$ cat src/rtl/store_merge_unit.sv
// store_merge_unit
//   Turns byte/halfword/word stores into whole-word memory writes. SW goes
//   straight to a word write. SB/SH read the target word, merge the new
//   byte/halfword into the correct lane, then write the merged word back.
//   Misaligned or illegal requests finish at once with err and do not touch
//   memory. Only one request is in flight at a time.
//
// Ports
//   clk, rst            clock, asynchronous active-high reset
//   req_valid/req_ready request handshake (ready only while idle)
//   funct3, addr, wdata store width code, byte address, right-justified data
//   done, err           one-cycle completion pulse, error flag with it
//   mem_addr            word-aligned address, held for the whole access
//   mem_re              one-cycle read strobe
//   mem_rvalid/mem_rdata read response
//   mem_we/mem_wdata    write request, held until mem_wack
//   mem_wack            write acknowledge
module store_merge_unit #(
  parameter int unsigned ADDR_W = 32
) (
  input  logic              clk,
  input  logic              rst,
  input  logic              req_valid,
  output logic              req_ready,
  input  logic [2:0]        funct3,
  input  logic [ADDR_W-1:0] addr,
  input  logic [31:0]       wdata,
  output logic              done,
  output logic              err,
  output logic [ADDR_W-1:0] mem_addr,
  output logic              mem_re,
  input  logic              mem_rvalid,
  input  logic [31:0]       mem_rdata,
  output logic              mem_we,
  output logic [31:0]       mem_wdata,
  input  logic              mem_wack
);

  localparam logic [2:0] F3_SB = 3'b000;
  localparam logic [2:0] F3_SH = 3'b001;
  localparam logic [2:0] F3_SW = 3'b010;

  typedef enum logic [2:0] {
    IDLE   = 3'd0,
    READ   = 3'd1,
    WAIT_R = 3'd2,
    WRITE  = 3'd3,
    DONE   = 3'd4
  } state_t;

  state_t      state;
  logic [2:0]  f3_q;
  logic [1:0]  lane_q;
  logic [15:0] wd_q;   // only SB/SH data is needed after acceptance

  logic        bad_c;
  logic [31:0] merged_c;

  // Request is unusable: unknown width code or address not naturally aligned.
  always_comb begin
    bad_c = 1'b0;
    case (funct3)
      F3_SB:   bad_c = 1'b0;
      F3_SH:   bad_c = addr[0];
      F3_SW:   bad_c = (addr[1:0] != 2'b00);
      default: bad_c = 1'b1;
    endcase
  end

  // Insert the captured byte/halfword into the word just read.
  always_comb begin
    merged_c = mem_rdata;
    if (f3_q == F3_SB) begin
      merged_c[{lane_q, 3'b000} +: 8] = wd_q[7:0];
    end else if (lane_q[1]) begin
      merged_c[31:16] = wd_q;
    end else begin
      merged_c[15:0] = wd_q;
    end
  end

  // Control FSM with registered outputs.
  always_ff @(posedge clk or posedge rst) begin
    if (rst) begin
      state     <= IDLE;
      req_ready <= 1'b1;
      done      <= 1'b0;
      err       <= 1'b0;
      mem_re    <= 1'b0;
      mem_we    <= 1'b0;
      mem_addr  <= '0;
      mem_wdata <= '0;
      f3_q      <= '0;
      lane_q    <= '0;
      wd_q      <= '0;
    end else begin
      done   <= 1'b0;
      err    <= 1'b0;
      mem_re <= 1'b0;
      case (state)
        IDLE: begin
          if (req_valid) begin
            f3_q      <= funct3;
            lane_q    <= addr[1:0];
            wd_q      <= wdata[15:0];
            mem_addr  <= {addr[ADDR_W-1:2], 2'b00};
            req_ready <= 1'b0;
            if (bad_c) begin
              state <= DONE;
              done  <= 1'b1;
              err   <= 1'b1;
            end else if (funct3 == F3_SW) begin
              state     <= WRITE;
              mem_we    <= 1'b1;
              mem_wdata <= wdata;
            end else begin
              state  <= READ;
              mem_re <= 1'b1;
            end
          end
        end
        READ: begin
          state <= WAIT_R;
        end
        WAIT_R: begin
          if (mem_rvalid) begin
            mem_wdata <= merged_c;
            mem_we    <= 1'b1;
            state     <= WRITE;
          end
        end
        WRITE: begin
          if (mem_wack) begin
            mem_we <= 1'b0;
            done   <= 1'b1;
            state  <= DONE;
          end
        end
        DONE: begin
          req_ready <= 1'b1;
          state     <= IDLE;
        end
        default: begin
          mem_we    <= 1'b0;
          req_ready <= 1'b1;
          state     <= IDLE;
        end
      endcase
    end
  end

endmodule

$ cat config.mk
export PLATFORM = sky130hd
export DESIGN_NAME = store_merge_unit
export DESIGN_NICKNAME = d
export VERILOG_FILES = /design/src/rtl/store_merge_unit.sv
export SDC_FILE = /design/constraint.sdc
export NUM_CORES = 1
export LEC_CHECK = 0
export ABC_AREA = 1
export BUFFER_PORTS_ARGS = -buffer_cell sky130_fd_sc_hd__buf_2
export CAP_MARGIN = 20
export CORE_ASPECT_RATIO = 1.75
export CORE_MARGIN = 4
export CORE_UTILIZATION = 45
export DETAILED_ROUTE_END_ITERATION = 16
export PLACE_DENSITY = 0.73
export SKIP_LAST_GASP = 1
export SYNTH_ARGS = -nofsm -noshare
export SYNTH_HDL_FRONTEND = slang
export SYNTH_SLANG_ARGS = --single-unit
export TNS_END_PERCENT = 10
$ cat constraint.sdc
create_clock -name clk -period 3.81 [get_ports clk]
set_clock_uncertainty 0.2 [all_clocks]
set_input_delay 1.143 -clock clk [delete_from_list [all_inputs] [get_ports clk]]
set_output_delay 1.143 -clock clk [all_outputs]
set_load 0.02 [all_outputs]
Word level (Yosys, flattened, before mapping)
Cells that the tools add are included.
{"block": "totals", "word_cells": 72, "register_bits": 91}
{"block": "classes", "bitwise_logic": 2, "n_mux": 33, "shift": 2, "n_reduce_logical": 12, "n_addsub": 1, "eq_ne": 11}
{"operator": "two-way mux 32 bit", "n": 5}
{"operator": "one-hot mux 32 bit (2 select lines)", "n": 1}
{"operator": "bitwise mux 32 bit", "n": 1}
{"operator": "two-way mux 16 bit", "n": 2}
{"operator": "variable shift 8 x 7 -> 32 bit, first input constant", "n": 1}
{"operator": "variable part select 8 x 7 -> 32 bit", "n": 1}
{"operator": "two-way mux 1 bit", "n": 14}
{"operator": "two-way mux 3 bit", "n": 4}
{"operator": "one-hot mux 3 bit (4 select lines)", "n": 1}
{"operator": "inequality test 2 bit, second input constant", "n": 5}
{"operator": "equality test 3 x 2 -> 1 bit, second input constant", "n": 3}
{"operator": "zero test 3 bit", "n": 3}
{"operator": "negation 5 -> 7 bit", "n": 1}
{"operator": "equality test 3 x 1 -> 1 bit, second input constant", "n": 2}
{"operator": "AND reduction 6 bit", "n": 1}
{"operator": "AND reduction 5 bit", "n": 1}
{"operator": "one-hot mux 1 bit (2 select lines)", "n": 2}
{"operator": "one-hot mux 1 bit (4 select lines)", "n": 1}
{"operator": "AND reduction 2 bit", "n": 2}
{"operator": "nonzero test 2 bit", "n": 2}
{"operator": "equality test 3 bit, second input constant", "n": 1}
{"operator": "one-hot mux 1 bit (3 select lines)", "n": 1}
{"operator": "AND reduction 3 bit", "n": 1}
{"operator": "OR reduction 3 bit", "n": 1}
{"operator": "3 further kinds", "n": 4}

Longest topological paths before layout
Gate-level depths: netlist of the first run.
{"block": "logic_depth", "word_depth": 6, "depth_mapped": 14, "ltp_nobuf": 11}

Worst setup path before layout of the first run
Ideal clock, no wire load.
{"block": "synth_timing", "path_kind": "input port to flip-flop", "start": "input req_valid", "end": "register mem_wdata[16]", "setup_time_ns": 0.127, "t_arrival_ns": 1.970, "cell_stages": 9, "slack_ns": 1.513, "required_time_ns": 3.483, "path_buffers": 2, "cell_sequence": "clkbuf_1 inv_1 nand3_1 nand3_1 inv_2 nand2_2 buf_4 nand2_1 o21ai_0"}
{"block": "synth_via", "elab_chain_len": 2}
{"element": "from (decl)", "line": "23", "rtl": "input logic req_valid,"}
{"element": "inequality test 2 bit (no source line)"}
{"element": "AND reduction 5 bit (no source line)"}
{"element": "to (signal assigned)", "line": "115", "rtl": "mem_wdata <= wdata;"}
{"element": "to (signal assigned)", "line": "127", "rtl": "mem_wdata <= merged_c;"}
{"element": "to (decl)", "line": "35", "rtl": "output logic [31:0] mem_wdata,"}
Every way passes these cells.
A chain may end at the register's enable or synchronous reset.

Worst setup path in the final report of the first run
{"block": "layout_timing", "start": "register lane_q[0]", "end": "register mem_wdata[27]"}
{"block": "layout_via", "elab_chain_len": 6, "elab_cells_between_ends": 7, "cone_classes": "1 x add/sub; 2 x shift; 4 x mux"}
{"element": "from (decl)", "line": "53", "rtl": "logic [1:0] lane_q;"}
{"element": "from (signal assigned)", "line": "104", "rtl": "lane_q <= addr[1:0];"}
{"element": "negation 5 -> 7 bit *", "line": "74", "rtl": "merged_c[{lane_q, 3'b000} +: 8] = wd_q[7:0];"}
{"element": "variable part select 8 x 7 -> 32 bit / variable shift 8 x 7 -> 32 bit (equally long branches)", "line": "74"}
{"element": "bitwise mux 32 bit *", "line": "74"}
{"element": "two-way mux 32 bit *", "line": "73", "rtl": "if (f3_q == F3_SB) begin"}
{"element": "two-way mux 32 bit *", "line": "126", "rtl": "if (mem_rvalid) begin"}
{"element": "one-hot mux 32 bit (2 select lines) *", "line": "100", "rtl": "case (state)"}
Mark *: on every way between the ends. The rest lies on a longest branch, timed or not. The select of a mux whose other input is x is not followed.

==> impl_metrics.csv, run 1 <==
group,metric,value,unit
timing,finalSetupViolCount,0,
routing,num_vias,5560,
worst_setup_path,cp_max_fo,17,
global_routing,grt_max_degree,65,
routing,firstDrtPassIters,6,
synthesis,netlist_area,5460,sq um
final_layout,final_common_cell,"nand2_1",
routing,drt-initial-drc-count,312,
synthesis,ys_types,25,
pwr,switchingPower,2.99,mW
routing,wl,15.4,mm
run,cap_violations,0,
pwr,p_int,2.93,mW
timing,fin_crit_sh,0.692,
timing,max_slew_margin,0.577,
timing,worst_pin_slew,634,ps
pwr,swShare,0.505,
routing,post_drt_wl_per_cell,13.6,um
floorplan,die_area,14000,sq um
floorplan,fp.dieH,154,um
floorplan,ios,173,
worst_setup_path,arrival,2720,ps
timing,fin_hold_ws,269,ps
timing,layout_setup_ws,1170,ps
placement,place.gp.congestion,0.881,
clock_tree,clk_pin_slew,70,ps
synthesis,synth_area_per_cell,6.42,sq um
global_routing,grt_usage,0.225,
routing,via_per_inst,4.90,
final_layout,most-common-layout-cells,"nand2_1 (399), buf_2 (170), nor2_1 (105)",
pwr,power.share.combinational,0.562,
worst_setup_path,path_class,"reg -> reg",
floorplan,fp-row-count,53,
clock_tree,cts_root_buffer,"clkbuf_16",
synthesis,yosysWarnings,0,
final_layout,area_growth_syn_to_layout,21.2,%
final_layout,drive_above_1_share,0.215,
timing,fmax,379,MHz
synthesis,synth_top_area_cell,"dfrtp_1",
final_layout,layout.nets,1100,
timing,slew_violations,0,
synthesis,synth_top_area_share,0.413,
floorplan,core_area,11900,sq um
final_layout,n_fill_cell,1226,
clock_tree,cts_made_buffers,9,
routing,route.detailed.drc,0,
global_routing,grt.overflow.total,0,
clock_tree,tritoncts,"yes",
pwr,seqPwrFrac,0.294,
timing,rsz0062_at_grt,"false",
clock_tree,cts.sinks,91,
floorplan,start_util,0.457,
global_routing,antenna_found_initial,2,
clock_tree,post_cts_buffers,0,
floorplan,fp.dieW,91.2,um
worst_setup_path,cp.required,3900,ps
pwr,leakage,3.93,nW
pwr,clockPowerShare,0.144,
synthesis,synthTopCellsByArea,"dfrtp_1 (41%), nand2_1 (28%), nor2_1 (7.2%)",
clock_tree,cts_resized,0,
clock_tree,htreeDepth,3,
global_routing,grt_pass1_vias,5306,
worst_setup_path,critPathLaunchType,"flop",
outcome,status,"finished clean",
clock_tree,cts_hold_buf,0,
synthesis,ys_seq_elements,91,
clock_tree,clock_latency,350,ps
routing,drtAntennaViolNets,0,
timing,fin_setup_tns,0,ps
worst_setup_path,end_kind,"flop",
hold_path,hold_path.class,"reg -> reg",
placement,io_buffer_count,170,
pwr,cellPowerDensity,895,nW/um^2
timing,post-route-min-period,2640,ps
synthesis,seq_area_frac_synth,0.418,
synthesis,synthCells,850,
placement,hpwlAfterDp,11.2,mm
global_routing,grt_pass1_wl,25.7,mm
pwr,vdd_drop_max,0.000415,V
timing,hold_violations,0,
clock_tree,cts.path.max_buffers,2,
placement,place_ws,858,ps
==> cell type report <==
type | count | area, sq um | area share
repair buffers | 179 | 943 | 0.143
well taps | 137 | 171 | 0.0259
flip-flops and latches | 91 | 2280 | 0.345
clock buffers | 10 | 229 | 0.0346
inverters | 61 | 231 | 0.0350
multi-input cells | 649 | 2710 | 0.409
clock inverters | 6 | 50.0 | 0.00757
diodes | 1 | 2.50 | 0.000378
==> worst paths after layout <==
| check | startpoint | endpoint | slack, ps | cells past startpoint |
|---|---|---|---|---|
| min | mem_addr[29]$_DFFE_PP0P_ | mem_addr[29]$_DFFE_PP0P_ | 270 | 2 |
| max reg2reg | lane_q[0]$_DFFE_PP0P_ | mem_wdata[27]$_DFFE_PP0P_ | 1170 | 11 |
| min in group asynchronous | rst | mem_addr[2]$_DFFE_PP0P_ | 620 | 2 |
| max in group asynchronous | rst | mem_wdata[21]$_DFFE_PP0P_ | 2130 | 3 |
| max | lane_q[0]$_DFFE_PP0P_ | mem_wdata[27]$_DFFE_PP0P_ | 1170 | 11 |
| min reg2reg | mem_addr[29]$_DFFE_PP0P_ | mem_addr[29]$_DFFE_PP0P_ | 270 | 2 |
==> synthesized netlist by cell type <==
cell,instances
nand2_1,400
nor2_1,105
dfrtp_1,90
nand3_1,57
inv_1,56
a21oi_1,41
buf_2,25
clkbuf_1,19
nand4_1,8
o21ai_0,8
or2_2,8
o21ai_1,6
ha_1,5
buf_4,4
inv_2,4
nand2_2,3
a21boi_0,2
buf_6,2
clkinv_1,1
conb_1,1
dfstp_2,1
nand3b_1,1
nor2_4,1
nor2_8,1
nor3_1,1
==> per-layer routing <==
layer	vias up	track usage	part of all wire
li1	2869	-	-
met1	2495	0.263	0.39
met2	161	0.393	0.52
met3	33	0.0494	0.062
met4	2	0.0978	0.030
met5	-	0	0.00045
==> cells by family after synthesis <==
kind of cell | after synthesis | synth area share
simple gates | 585 | 0.429
buf+inv | 111 | 0.0876
flops | 91 | 0.418
compound gates | 57 | 0.0532
fa+ha+maj | 5 | 0.0115
other cells | 1 | 0.000687
==> worst max-delay path, stage by stage, from the launching register on <==
cell and delay [ps]:
dfrtp_1 510, clkinv_1 340, ha_1 520, inv_1 260, nand2_1 70, nor2_1 220
nand2_1 90, nand2_1 80, nand3_1 80, nand2_1 90, nand2_1 50, nand2_1 70
==> metrics by stage <==
step	instances	util	power [mW]	area (sq um)
floorplan	851	-	4.19	5460
detailed placement	1116	0.529	5.07	6310
global route	1134	0.554	6.50	6610
global placement	1116	0.529	5.01	6310
CTS	1132	0.552	5.94	6590
finish	1134	0.554	5.92	6610
==> state kept, by name, indices dropped and copies added (netlist names) <==
name / cells
state: 3
mem_wdata: 32
err: 1
f3_q: 3
wd_q: 16
req_ready: 1
done: 1
mem_we: 1
lane_q: 2
mem_addr: 30
mem_re: 1
==> power groups by stage <==
stage	Sequential [mW]	Clock, mW	Combinational (mW)
after global routing	1.80	0.913	3.79
after detailed placement	1.75	0	3.32
after CTS	1.74	0.869	3.33
after floorplan	2.09	0	2.10
after global placement	1.75	0	3.26
final	1.74	0.850	3.33
Power figures use the tool's default switching activity.
==> inputs of run 2 (changes only) <==
--- a/config.mk
+++ b/config.mk
@@ -5,14 +5,14 @@
 export SDC_FILE = /design/constraint.sdc
 export NUM_CORES = 1
 export LEC_CHECK = 0
-export ABC_AREA = 1
+export ABC_AREA = 0
 export BUFFER_PORTS_ARGS = -buffer_cell sky130_fd_sc_hd__buf_2
 export CAP_MARGIN = 20
 export CORE_ASPECT_RATIO = 1.75
 export CORE_MARGIN = 4
 export CORE_UTILIZATION = 45
 export DETAILED_ROUTE_END_ITERATION = 16
-export PLACE_DENSITY = 0.73
+export PLACE_DENSITY = 0.72
 export SKIP_LAST_GASP = 1
 export SYNTH_ARGS = -nofsm -noshare
 export SYNTH_HDL_FRONTEND = slang
==> constraint.sdc (replaced) <==
create_clock -name clk -period 2.5 [get_ports clk]
set_clock_uncertainty 0.2 [all_clocks]
set_input_delay 0.75 -clock clk [delete_from_list [all_inputs] [get_ports clk]]
set_output_delay 0.75 -clock clk [all_outputs]
set_load 0.02 [all_outputs]
==> run 2 against run 1 <==
Critical path depth fell by 5. Sequential share of layout area increased by 2.9 points. Synthesized cell count fell by 52%. Largest power group unchanged. Critical path type unchanged.
==> impl_metrics.csv, run 2 <==
group,metric,value,unit
synthesis,synthFlopType,"dfrtp_1",
routing,wl,13.7,mm
routing,via_per_inst,5.65,
outcome,status,"finished clean",
synthesis,seq_area_frac_synth,0.474,
floorplan,fp.dieW,86.1,um
worst_setup_path,critPathLaunchType,"flop",
final_layout,drive_above_1_share,0.545,
clock_tree,post_cts_buffers,0,
routing,num_vias,4000,
worst_setup_path,cp.required,2530,ps
routing,drt-initial-drc-count,175,
placement,place.gp.congestion,0.896,
global_routing,grt_usage,0.221,
routing,drtAntennaViolNets,0,
clock_tree,tritoncts,"yes",
routing,route.detailed.drc,0,
synthesis,synthCells,406,
final_layout,reg.largest.list,"mem_wdata x32, mem_addr x30, wd_q x16",
synthesis,synth_area_per_cell,11.8,sq um
global_routing,grt_max_degree,52,
clock_tree,cts.path.max_buffers,2,
clock_tree,cts_root_buffer,"clkbuf_16",
clock_tree,cts_hold_buf,0,
timing,rsz0062_at_grt,"false",
worst_setup_path,cp_max_fo,8,
synthesis,synth_top_area_share,0.469,
clock_tree,clk_pin_slew,70,ps
synthesis,synthTopCellsByArea,"dfrtp_1 (47%), mux2_2 (18%), mux2_4 (6.6%)",
worst_setup_path,arrival,2330,ps
placement,io_buffer_count,170,
worst_setup_path,end_kind,"flop",
timing,fin_crit_sh,0.918,
routing,firstDrtPassIters,4,
worst_setup_path,path_class,"reg -> reg",
timing,slew_violations,0,
final_layout,largest_reg_flops,32,
floorplan,start_util,0.464,
final_layout,final_common_cell,"buf_2",
clock_tree,htreeDepth,3,
timing,hold_violations,0,
global_routing,grt.overflow.total,0,
floorplan,die_area,12500,sq um
final_layout,final_util,0.588,
clock_tree,cts_resized,0,
final_layout,layout.nets,684,
routing,post_drt_wl_per_cell,19.4,um
final_layout,most-common-layout-cells,"buf_2 (170), dfrtp_1 (90), mux2_2 (78)",
synthesis,yosysWarnings,0,
worst_setup_path,cp_slowest_cell,"dfrtp_1",
timing,finalSetupViolCount,0,
placement,place_ws,11.8,ps
final_layout,top_register,"mem_wdata",
final_layout,finalNonFillerCells,708,
pwr,leakage,2.95,nW
floorplan,ios,173,
clock_tree,clock_latency,340,ps
global_routing,antenna_found_initial,0,
timing,fmax,436,MHz
clock_tree,cts_made_buffers,9,
timing,worst_pin_slew,677,ps
synthesis,synth_edf_count,0,
worst_setup_path,critPathBufInv,1,
synthesis,synthTopCellsByCount,"dfrtp_1 (90), mux2_2 (78), o21ai_0 (54)",
hold_path,hold_path.class,"reg -> reg",
synthesis,netlist_area,4800,sq um
worst_setup_path,cp_cell_sequence,"inv_1 -> ha_1 -> and4b_1 -> a221oi_1 -> o21ai_0 -> mux2_4",
synthesis,ys_seq_elements,91,
pwr,cellPowerDensity,1400,nW/um^2
final_layout,area_growth_syn_to_layout,26.9,%
synthesis,synth_top_area_cell,"dfrtp_1",
worst_setup_path,slowest_delay,480,ps
pwr,vdd_drop_max,0.000824,V
global_routing,grt_pass1_vias,4305,
floorplan,core_area,10400,sq um
worst_setup_path,cp_top_family,"flip-flops",
global_routing,grt_pass1_wl,21.2,mm
timing,layout_setup_ws,206,ps
synthesis,synthArstFlopShare,1.00,
timing,post-route-min-period,2290,ps
synthesis,ys_types,42,
timing,max_slew_margin,0.549,
placement,hpwlAfterDp,10.6,mm
synthesis,synth_most_common_cell,"dfrtp_1",
run,cap_violations,0,
clock_tree,cts.sinks,91,
timing,fin_hold_ws,300,ps
floorplan,fp-row-count,49,
floorplan,fp.dieH,145,um
placement,placedCellCount,691,
[run 2: cell types whose count changed after synthesis, sizes merged, moves of 33 or more]
cell    previous run  this run
a21oi             41         5
a221oi             0        33
inv               60         6
mux2               0        99
nand2            403        26
nand3             57         1
nor2             107        14
o21ai             14        57
[run 2: through the flow]
step | power [mW] | TNS, ps | cell area [sq um]
CTS | 8.61 | 0 | 6090
detailed placement | 7.27 | 0 | 5810
global placement | 7.10 | 0 | 5810
global route | 9.09 | 0 | 6090
floorplan | 5.86 | -565 | 4810
finish | 8.54 | 0 | 6100
[run 2: final timing paths]
check | from | end | slack (ps) | cells after the start
setup / recovery | lane_q[1]$_DFFE_PP0P_ | mem_wdata[15]$_DFFE_PP0P_ | 210 | 6
setup reg to reg | lane_q[1]$_DFFE_PP0P_ | mem_wdata[15]$_DFFE_PP0P_ | 210 | 6
min in group asynchronous | rst | mem_addr[15]$_DFFE_PP0P_ | 350 | 3
hold / removal | mem_addr[11]$_DFFE_PP0P_ | mem_addr[11]$_DFFE_PP0P_ | 300 | 1
max in group asynchronous | rst | mem_wdata[1]$_DFFE_PP0P_ | 1240 | 3
hold reg to reg | mem_addr[11]$_DFFE_PP0P_ | mem_addr[11]$_DFFE_PP0P_ | 300 | 1
[run 2: logic make-up after synthesis]
group | share of synthesized area
flops | 0.474
simple gates | 0.0602
mux | 0.249
fa+ha+maj | 0.0130
other cells | 0.000781
compound gates | 0.156
buf+inv | 0.0469
[run 2: where the power goes]
| group | internal (mW) | switching, mW |
|---|---|---|
| registers | 2.22 | 0.597 |
| logic | 2.02 | 2.38 |
| clock network | 0.732 | 0.589 |
| total | 4.97 | 3.56 |
[run 2: layer usage]
layer,global-route usage,part of all wire,vias up
met2,0.414,0.56,175
met1,0.217,0.32,1924
met3,0.0436,0.063,48
met4,0.139,0.052,0
met5,0,0,-
li1,-,-,1853
[run 2: final cells by class]
cell class / count / area [sq um]
Antenna cell: 1 / 2.50
Fill cell: 901 / 4270
Clock inverter: 5 / 35.0
Tap cell: 127 / 159
Sequential cell: 91 / 2280
Inverter: 6 / 26.3
Multi-Input combinational cell: 276 / 2310
Clock buffer: 11 / 253
Timing Repair Buffer: 191 / 1030
[run 2: worst reg2reg max path, stage by stage (launching register included)]
cell	delay [ps]
dfrtp_1	480
inv_1	130
ha_1	340
and4b_1	320
a221oi_1	320
o21ai_0	140
mux2_4	270
